### src/rtl/vc_egress_arbiter.sv
// Round-robin drain of four virtual-channel FIFOs into one egress FIFO with a fixed 2-cycle pop->push pipeline.
// Optional per-class grant counters are built when VC_ARB_STATS_EN is defined.
module vc_egress_arbiter #(
  parameter int DATA_WIDTH = 12,
  parameter int PTR_W      = 2
) (
  input  logic                  clk,
  input  logic                  reset_L,
  input  logic [3:0]            state,
  input  logic                  empty_0,
  input  logic                  empty_1,
  input  logic                  empty_2,
  input  logic                  empty_3,
  input  logic [DATA_WIDTH-1:0] data_in_0,
  input  logic [DATA_WIDTH-1:0] data_in_1,
  input  logic [DATA_WIDTH-1:0] data_in_2,
  input  logic [DATA_WIDTH-1:0] data_in_3,
  input  logic                  almost_full_out,
  output logic                  pop_0,
  output logic                  pop_1,
  output logic                  pop_2,
  output logic                  pop_3,
  output logic                  push_out,
  output logic [DATA_WIDTH-1:0] data_out
`ifdef VC_ARB_STATS_EN
  ,
  output logic [15:0]           grant_cnt_0,
  output logic [15:0]           grant_cnt_1,
  output logic [15:0]           grant_cnt_2,
  output logic [15:0]           grant_cnt_3
`endif
);

  localparam int NCLS = 1 << PTR_W;

  logic                  st_init, st_active;
  logic [NCLS-1:0]       empty_v, eligible;
  logic [DATA_WIDTH-1:0] din [NCLS];

  logic [NCLS-1:0]       pop_q, pop_d;
  logic [PTR_W-1:0]      ptr_q, ptr_d;
  logic [PTR_W-1:0]      sel_q, sel_d, sel2_q;
  logic                  v1_q, v1_d, v2_q;
  logic                  push_q;
  logic [DATA_WIDTH-1:0] data_q;

  logic                  grant;
  logic [PTR_W-1:0]      winner, idx;

  assign st_init   = (state == 4'b0001);
  assign st_active = (state == 4'b0100) || (state == 4'b1000);

  assign empty_v = {empty_3, empty_2, empty_1, empty_0};
  assign din[0]  = data_in_0;
  assign din[1]  = data_in_1;
  assign din[2]  = data_in_2;
  assign din[3]  = data_in_3;

  // A class popped last cycle may still show a stale non-empty flag.
  assign eligible = ~empty_v & ~pop_q;

  always_comb begin
    grant  = 1'b0;
    winner = '0;
    idx    = '0;
    for (int k = 0; k < NCLS; k++) begin
      idx = ptr_q + PTR_W'(k);
      if (!grant && eligible[idx]) begin
        grant  = 1'b1;
        winner = idx;
      end
    end
  end

  always_comb begin
    pop_d = '0;
    ptr_d = ptr_q;
    sel_d = sel_q;
    v1_d  = 1'b0;
    if (st_active && !almost_full_out && grant) begin
      pop_d[winner] = 1'b1;
      ptr_d         = winner + PTR_W'(1);
      sel_d         = winner;
      v1_d          = 1'b1;
    end
  end

  always_ff @(posedge clk or negedge reset_L) begin
    if (!reset_L) begin
      pop_q  <= '0;
      ptr_q  <= '0;
      sel_q  <= '0;
      sel2_q <= '0;
      v1_q   <= 1'b0;
      v2_q   <= 1'b0;
      push_q <= 1'b0;
      data_q <= '0;
    end else if (st_init) begin
      pop_q  <= '0;
      ptr_q  <= '0;
      sel_q  <= '0;
      sel2_q <= '0;
      v1_q   <= 1'b0;
      v2_q   <= 1'b0;
      push_q <= 1'b0;
      data_q <= '0;
    end else begin
      pop_q  <= pop_d;
      ptr_q  <= ptr_d;
      sel_q  <= sel_d;
      v1_q   <= v1_d;
      v2_q   <= v1_q;
      sel2_q <= sel_q;
      push_q <= v2_q;
      if (v2_q) data_q <= din[sel2_q];
    end
  end

  assign {pop_3, pop_2, pop_1, pop_0} = pop_q;
  assign push_out = push_q;
  assign data_out = data_q;

`ifdef VC_ARB_STATS_EN
  logic [15:0] cnt [NCLS];

  for (genvar g = 0; g < NCLS; g++) begin : g_cnt
    logic [15:0] cnt_q;
    always_ff @(posedge clk or negedge reset_L) begin
      if (!reset_L)                           cnt_q <= '0;
      else if (st_init)                       cnt_q <= '0;
      else if (pop_d[g] && cnt_q != 16'hFFFF) cnt_q <= cnt_q + 16'd1;
    end
    assign cnt[g] = cnt_q;
  end

  assign grant_cnt_0 = cnt[0];
  assign grant_cnt_1 = cnt[1];
  assign grant_cnt_2 = cnt[2];
  assign grant_cnt_3 = cnt[3];
`endif

endmodule

### config.mk
export PLATFORM = sky130hd
export DESIGN_NAME = vc_egress_arbiter
export DESIGN_NICKNAME = d
export VERILOG_FILES = /design/src/rtl/vc_egress_arbiter.sv
export SDC_FILE = /design/constraint.sdc
export NUM_CORES = 1
export LEC_CHECK = 0
export CORE_UTILIZATION = 38
export DETAILED_ROUTE_END_ITERATION = 10
export GPL_TIMING_DRIVEN = 0
export PLACE_DENSITY = 0.76
export SLEW_MARGIN = 5
export SYNTH_ARGS = -nofsm -noshare
export SYNTH_HDL_FRONTEND = slang
export SYNTH_SLANG_ARGS = --single-unit
### constraint.sdc
create_clock -name clk -period 1.6 [get_ports clk]
set_input_delay 0.16 -clock clk [delete_from_list [all_inputs] [get_ports clk]]
set_output_delay 0.16 -clock clk [all_outputs]
set_load 0.005 [all_outputs]
==> impl_summary.txt, run 1 <==
----------------------------------------------------
[Drt]
  Max Used Layer ... met4
  Number of nets with antenna violations after routing ... 0
  Average wire per standard cell ... 15.35 um
  Met3 WL ... around 330 um
  Drc violations ... 0
  Met2 routed wirelength ... 1709 um
  Metal-1 WL ... between 1000 and 1500 um
  Drt pass-1 iters ... 4
  Vias per cell ... a little over 5
  DR iter-0 viols ... 16
  Via count ... 1200
  Overall routed net length ... around 3600 um

[Global route]
  Total global-route track usage ... between 10% and 20%
  Initial antenna violation count ... 0
  Total congestion overflow after global routing ... 0
  Pin count of the biggest net entering global routing ... 26
  Wire length of the first global-routing pass ... ~5300 um
  Via count of the first global-routing pass ... approximately 1200

[Final layout]
  Area added between synthesis and finish ... 62.99%
  Post-layout net count ... 246
  Proportion of layout cells with a drive suffix above 1 ... about 14%
  Total area of multi-input combinational cells ... 698.2 um2
  FF+latch area ... roughly 630 um2
  Leading cell type in the layout, fill and taps excluded ... sky130_fd_sc_hd__clkdlybuf4s50_1
  Filler cell count ... 284
  Antenna diode instance count ... 0
  Commonest non-fill, non-tap cells in the layout ... sky130_fd_sc_hd__clkdlybuf4s50_1, sky130_fd_sc_hd__dfrtp_1, sky130_fd_sc_hd__nor2_1
  Post-route design area ... approximately 2200 um2

[STA]
  Headroom to the max-slew limit ... approximately a quarter
  Fmax ... around 670 MHz
  Hold Vio Cnt, Final ... 0
  Clock period minus worst slack ... around 1.5 ns
  Setup repair after global routing missed its margin ... no
  Worst-Margin Slew ... approximately 1.1 ns
  Final Setup Violations ... 0
  Final period util ... 93.71%
  Fin. max-slew vios ... 0
  Clock skew ... approximately 0.0037 ns
  Worst hold margin ... ~0.43 ns

[Worst setup path]
  Sort of element at the end of the critical path ... register
  Category of the critical setup timing path ... reg -> reg
  Worst reg2reg endpoint ... pop_q[0]$_DFF_PN0_
  Data required time of the critical path ... 1.85 ns
  Source of the worst register-to-register timing path ... ptr_q[1]$_DFFE_PN0P_
  Arrival time at the worst endpoint ... ~1.8 ns
  Type of origin of the critical path ... register
  Reg2reg setup slack ... ~0.1 ns
  Number of cells on the worst reg-to-reg path ... 4
  Highest net fanout along the worst path ... 7

[Clock tree]
  TritonCTS clock tree ... done
  Number of sinks handled by clock tree synthesis ... 25
  Setup Buffers After CTS ... 0
  CTS Buffer Depth ... 2
  CTS root buf ... sky130_fd_sc_hd__clkbuf_4
  H-Tree Depth ... 1
  Number of clock buffers inserted by TritonCTS ... 3
  Clock latency reported for the late side of the worst-skew pair ... about 0.31 ns
  Clock transition at the registers of the reported paths ... approximately 0.13 ns

[Floorplan]
  Std-Cell Rows ... 21
  Placeable core area ... 3363 um2
  Area enclosed by the die boundary ... 3791 um2
  Starting Density ... 40.10%
  I/O pin count ... 76
  Die Span Y ... a little over 60 um
  Horiz. Die Dim ... between 60 and 70 um

[Placed design]
  Standard cell area after detailed placement ... 2157 um2
  Post-DP HPWL ... between 2000 and 3000 um
  Placer congestion estimate ... approximately 0.76
  Count of input and output buffers ... between 70 and 80

[Power]
  Ratio of total power to cell area ... 936.5 nW/um2
  Sequential group share of total power ... a little over two fifths
  Clock network fraction of total power ... roughly an eighth
  Internal Dissipation ... roughly 1500 uW
  Leakage power total ... around 0.00086 uW
  Switching power of the nets ... between 600 and 700 uW
  Largest voltage drop on the vdd net ... around 0.43 mV
  Sw Share ... between 20% and 30%
  Combinational group share of total power ... 44.5%

[Yosys]
  Mapped Area ... 1349 um2
  Yosys warns ... 0
  Number of synthesized flops with an enable pin ... 0
  Share of synthesized registers carrying an async set or reset ... 100.0%
  #FFs+latches synth ... 25
  Avg Inst Size Synth ... 12.61 um2
  Number of nets produced by synthesis ... approximately 170
  Part of the Yosys area used for sequential elements ... a little under half
  Number of instances in the synthesized netlist ... approximately 110
  Most instantiated flip-flop cell in the synthesis netlist ... sky130_fd_sc_hd__dfrtp_1
  Number of distinct library cells after synthesis ... 28

[Flow run]
  Number of max-cap violations ... 0

[Hold path]
  Class of the worst hold path ... in -> async

[Status]
  Status ... finished clean

----------------------------------------------------
==> worst max-delay path: stages, from the launching register on <==
cell                       delay [ns]
sky130_fd_sc_hd__dfrtp_2         0.47
sky130_fd_sc_hd__or4_4           0.57
sky130_fd_sc_hd__o211ai_4        0.13
sky130_fd_sc_hd__nand2b_1        0.14
sky130_fd_sc_hd__nor2b_1         0.13
==> metal layers <==
layer  GRT usage, %  up-vias
li1               -      554
met1          20.87      589
met2          34.56       53
met3          5.882        4
met4          8.571        0
met5              0        -
==> area by class of cell <==
cell class,count,share of cell area [%]
Sequential cell,25,28.57
Multi-Input combinational cell,75,31.76
Buffer,6,1.537
Inverter,1,0.1707
Timing Repair Buffer,75,34.15
Clock buffer,4,1.195
Tap cell,46,2.618
==> worst max-delay path by stage <==
stage                              start                      end  slack [ns]  cells after the start
floorplan            sel2_q[0]$_DFF_PN0_  data_out[0]$_DFFE_PN0P_        0.18                      4
global placement                state[3]  data_out[0]$_DFFE_PN0P_       -0.31                      4
detailed placement              state[3]  data_out[4]$_DFFE_PN0P_       -0.32                      4
CTS                             state[1]  data_out[4]$_DFFE_PN0P_        0.02                      4
global route         sel2_q[0]$_DFF_PN0_  data_out[5]$_DFFE_PN0P_        0.01                      4
finish              ptr_q[1]$_DFFE_PN0P_       pop_q[0]$_DFF_PN0_        0.10                      4
==> logic make-up (layout without fill, tap and decap cells) <==
| group | Yosys count | count (layout) | synth area share, % |
|---|---|---|---|
| AO/OA/AOI/OAI | 12 | 12 | 6.772 |
| XOR/XNOR | 2 | 2 | 1.299 |
| buffers and inverters | 7 | 86 | 2.318 |
| flip-flops | 25 | 25 | 46.38 |
| multiplexers | 24 | 24 | 28.94 |
| AND/OR/NAND/NOR | 37 | 37 | 14.29 |
==> power groups by stage <==
| stage | combinational [uW] | clock [uW] | sequential (uW) |
|---|---|---|---|
| global route | 999 | 318 | 888 |
| global placement | 896 | 0 | 867 |
| floorplan | 482 | 0 | 870 |
| finish | 915 | 274 | 869 |
| detailed placement | 918 | 0 | 876 |
| CTS | 927 | 289 | 865 |
==> through the flow <==
| step | instances | utilization, % | power [uW] | setup TNS (ns) | worst slack [ns] |
|---|---|---|---|---|---|
| after floorplan | 107 | - | 1352 | 0 | 0.1808 |
| after global placement | 228 | 64.14 | 1764 | -3.413 | -0.3053 |
| after detailed placement | 228 | 64.14 | 1794 | -3.732 | -0.3180 |
| after CTS | 232 | 65.07 | 2082 | 0 | 0.01837 |
| after global routing | 232 | 65.36 | 2205 | 0 | 0.01314 |
| final | 232 | 65.36 | 2059 | 0 | 0.1007 |
==> synth_stat cells, drive strengths merged, types with 2 or more instances <==
library cell | count | area, um2
a21oi | 2 | 10.01
and2 | 5 | 31.28
buf | 3 | 16.26
clkbuf | 3 | 11.26
dfrtp | 25 | 625.6
mux2i | 12 | 120.1
mux4 | 12 | 270.3
nand2 | 3 | 11.26
nand2b | 2 | 12.51
nand3 | 2 | 10.01
nor2 | 16 | 60.06
nor3 | 2 | 10.01
nor3b | 2 | 15.01
o21ai | 5 | 32.53
o22ai | 2 | 12.51
xnor2 | 2 | 17.52
==> timing repair <==
| action | CTS | global route |
|---|---|---|
| setup endpoints to repair | 10 | 15 |
| pin swaps | 0 | 0 |
| hold buffers | 0 | 0 |
| resized for setup | 2 | 5 |
==> sequential cells by signal (all words and copies together) (netlist names) <==
signal	count
sel2_q	2
push_out	1
data_out	12
v1_q	1
v2_q	1
ptr_q	2
sel_q	2
pop_q	4
Power figures use the tool's default switching activity.
==> inputs of run 2 (changes only) <==
--- a/config.mk
+++ b/config.mk
@@ -8,7 +8,7 @@
 export CORE_UTILIZATION = 38
 export DETAILED_ROUTE_END_ITERATION = 10
 export GPL_TIMING_DRIVEN = 0
-export PLACE_DENSITY = 0.76
+export PLACE_DENSITY = 0.8
 export SLEW_MARGIN = 5
 export SYNTH_ARGS = -nofsm -noshare
 export SYNTH_HDL_FRONTEND = slang
==> run 2 against run 1 <==
Clock power is 3% lower. Global-route usage is 1.0 points higher. Non-clock buffer count stayed put. Routed wire length is 2.7% higher. Combinational power is 1% higher. Largest cell class unchanged.
==> impl_summary.txt, run 2 (synthesized netlist as in run 1, its figures left out) <==
----------------------------------------------------
[Worst setup path]
  Arrival time at the worst endpoint ... 1.70 ns (-0.05 ns)
  Data required time of the critical path ... 1.78 ns (-0.07 ns)
  Category of the critical setup timing path ... reg -> reg
  Reg2reg setup slack ... 0.09 ns (about the same)
  Highest net fanout along the worst path ... 7 (unchanged)
  Sort of element at the end of the critical path ... register
  Type of origin of the critical path ... register

[Floorplan]
  Std-Cell Rows ... 21 (unchanged)
  Placeable core area ... 3363 um2 (unchanged)
  I/O pin count ... 76 (unchanged)
  Horiz. Die Dim ... 61.58 um (unchanged)
  Starting Density ... 40.10% (unchanged)
  Area enclosed by the die boundary ... 3791 um2 (unchanged)
  Die Span Y ... 61.58 um (unchanged)

[Power]
  Largest voltage drop on the vdd net ... 0.3827 mV (-12%)
  Ratio of total power to cell area ... 936.1 nW/um2 (about the same)
  Leakage power total ... 0.0008637 uW (about the same)

[STA]
  Slack of the critical path ... 0.08610 ns (-0.01456 ns)
  Clock skew ... 0.01221 ns (+0.008526 ns)
  Final period util ... 94.62% (+0.91 points)
  Hold Vio Cnt, Final ... 0 (unchanged)
  Fmax ... 660.5 MHz (-0.96%)
  Worst-Margin Slew ... 1.068 ns (-0.03969 ns)
  Final Setup Violations ... 0 (unchanged)
  Setup repair after global routing missed its margin ... no
  Headroom to the max-slew limit ... 28.59% (+2.7 points)
  Clock period minus worst slack ... 1.514 ns (+0.01456 ns)
  Fin. max-slew vios ... 0 (unchanged)

[Global route]
  Pin count of the biggest net entering global routing ... 26 (unchanged)
  Via count of the first global-routing pass ... 1228 (+1.2%)
  Total congestion overflow after global routing ... 0 (unchanged)
  Wire length of the first global-routing pass ... 5471 um (+4.1%)
  Total global-route track usage ... 20.30% (+1.0 points)
  Initial antenna violation count ... 0 (unchanged)

[Final layout]
  Antenna diode instance count ... 0 (unchanged)
  Core occupancy in the finished layout ... 65.40% (about the same)
  Filler cell count ... 279 (-1.8%)
  Commonest non-fill, non-tap cells in the layout ... sky130_fd_sc_hd__clkdlybuf4s50_1, sky130_fd_sc_hd__dfrtp_1, sky130_fd_sc_hd__nor2_1
  Post-route design area ... 2200 um2 (about the same)
  Area added between synthesis and finish ... 63.08% (about the same)
  Post-layout net count ... 246 (unchanged)
  Flip-flop count of the largest register after layout ... 12 (unchanged)
  Proportion of layout cells with a drive suffix above 1 ... 12.90% (-1.1 points)
  Leading cell type in the layout, fill and taps excluded ... sky130_fd_sc_hd__clkdlybuf4s50_1
  Filler-free cell count of the finished design ... 232 (unchanged)

[Placed design]
  Placer congestion estimate ... 0.7387 (-2.5%)
  Count of input and output buffers ... 75 (unchanged)
  Standard cell area after detailed placement ... 2157 um2 (unchanged)
  Placed cell count ... 228 (unchanged)
  Post-DP HPWL ... 3010 um (+6.8%)
  Setup slack at placement ... -0.2617 ns (+0.05633 ns)

[Hold path]
  Class of the worst hold path ... in -> async

[Drt]
  Drt pass-1 iters ... 4 (unchanged)
  Via count ... 1168 (-2.7%)
  Drc violations ... 0 (unchanged)
  Number of nets with antenna violations after routing ... 0 (unchanged)
  DR iter-0 viols ... 10 (-6)
  Average wire per standard cell ... 15.77 um (+2.7%)
  Vias per cell ... 5.034 (-2.7%)
  Overall routed net length ... 3659 um (+2.7%)

[Clock tree]
  CTS Buffer Depth ... 2 (unchanged)
  Number of buffers inserted by hold repair at cts ... 0 (unchanged)
  H-Tree Depth ... 1 (unchanged)
  CTS root buf ... sky130_fd_sc_hd__clkbuf_4
  Number of sinks handled by clock tree synthesis ... 25 (unchanged)
  Clock latency reported for the late side of the worst-skew pair ... 0.31 ns (about the same)
  Clock transition at the registers of the reported paths ... 0.13 ns (about the same)
  TritonCTS clock tree ... done
  Number of clock buffers inserted by TritonCTS ... 3 (unchanged)

[Flow run]
  Number of max-cap violations ... 0 (unchanged)

[Status]
  Status ... finished clean

----------------------------------------------------
==> run 2: cell counts in the layout (fill, tap and decap cells not counted) <==
Identical to the previous run, type by type.
==> run 2: power breakdown <==
| part | total, uW | switching (uW) | leakage (uW) | internal, uW |
|---|---|---|---|---|
| clock | 265 | 168 | 0.0000150 | 97.1 |
| sequential | 870 | 103 | 0.000331 | 767 |
| combinational | 924 | 333 | 0.000518 | 590 |
==> run 2: metal layers <==
metal	up-vias	GRT usage, %	share of wire [%]
met1	544	20.70	38
li1	556	-	-
met2	62	38.56	50
met3	6	5.672	11
met4	0	8.254	1.7
met5	-	0	0
==> run 2: path summary, 6_finish.rpt <==
path,start,endpoint,cells past startpoint
setup / recovery,ptr_q[1]$_DFFE_PN0P_,ptr_q[1]$_DFFE_PN0P_,4
min in group clk,v1_q$_DFF_PN0_,v2_q$_DFF_PN0_,1
setup reg to reg,ptr_q[1]$_DFFE_PN0P_,ptr_q[1]$_DFFE_PN0P_,4
hold reg to reg,v1_q$_DFF_PN0_,v2_q$_DFF_PN0_,1
max in group asynchronous,reset_L,sel2_q[0]$_DFF_PN0_,1
hold / removal,reset_L,v2_q$_DFF_PN0_,1
==> run 2: what timing repair did <==
item	CTS	global route
setup endpoints to repair	10	10
buffers inserted	0	0
gates resized for setup	2	3
==> run 2: area by class of cell <==
| class | instances | area [um2] | share of cell area [%] |
|---|---|---|---|
| clock buffers | 4 | 26.28 | 1.195 |
| well taps | 46 | 57.56 | 2.617 |
| repair buffers | 75 | 750.7 | 34.13 |
| flip-flops and latches | 25 | 626.9 | 28.50 |
| inverters | 1 | 3.754 | 0.1706 |
| multi-input cells | 75 | 698.2 | 31.74 |
| plain buffers | 6 | 36.28 | 1.650 |
==> run 2: worst max-delay path: stages (launching register included) <==
cell and delay (ns):
sky130_fd_sc_hd__dfrtp_1 0.47, sky130_fd_sc_hd__or4_4 0.57, sky130_fd_sc_hd__o211ai_4 0.13, sky130_fd_sc_hd__xnor2_1 0.16, sky130_fd_sc_hd__o21ai_2 0.07
==> run 2: through the flow <==
| step | total power, uW | hold slack [ns] | TNS, ns |
|---|---|---|---|
| floorplan | 1352 | -0.1356 | 0 |
| global placement | 1758 | 0.4322 | -2.573 |
| detailed placement | 1800 | 0.4385 | -3.224 |
| CTS | 2072 | 0.4467 | 0 |
| global route | 2195 | 0.4917 | 0 |
| finish | 2059 | 0.4189 | 0 |
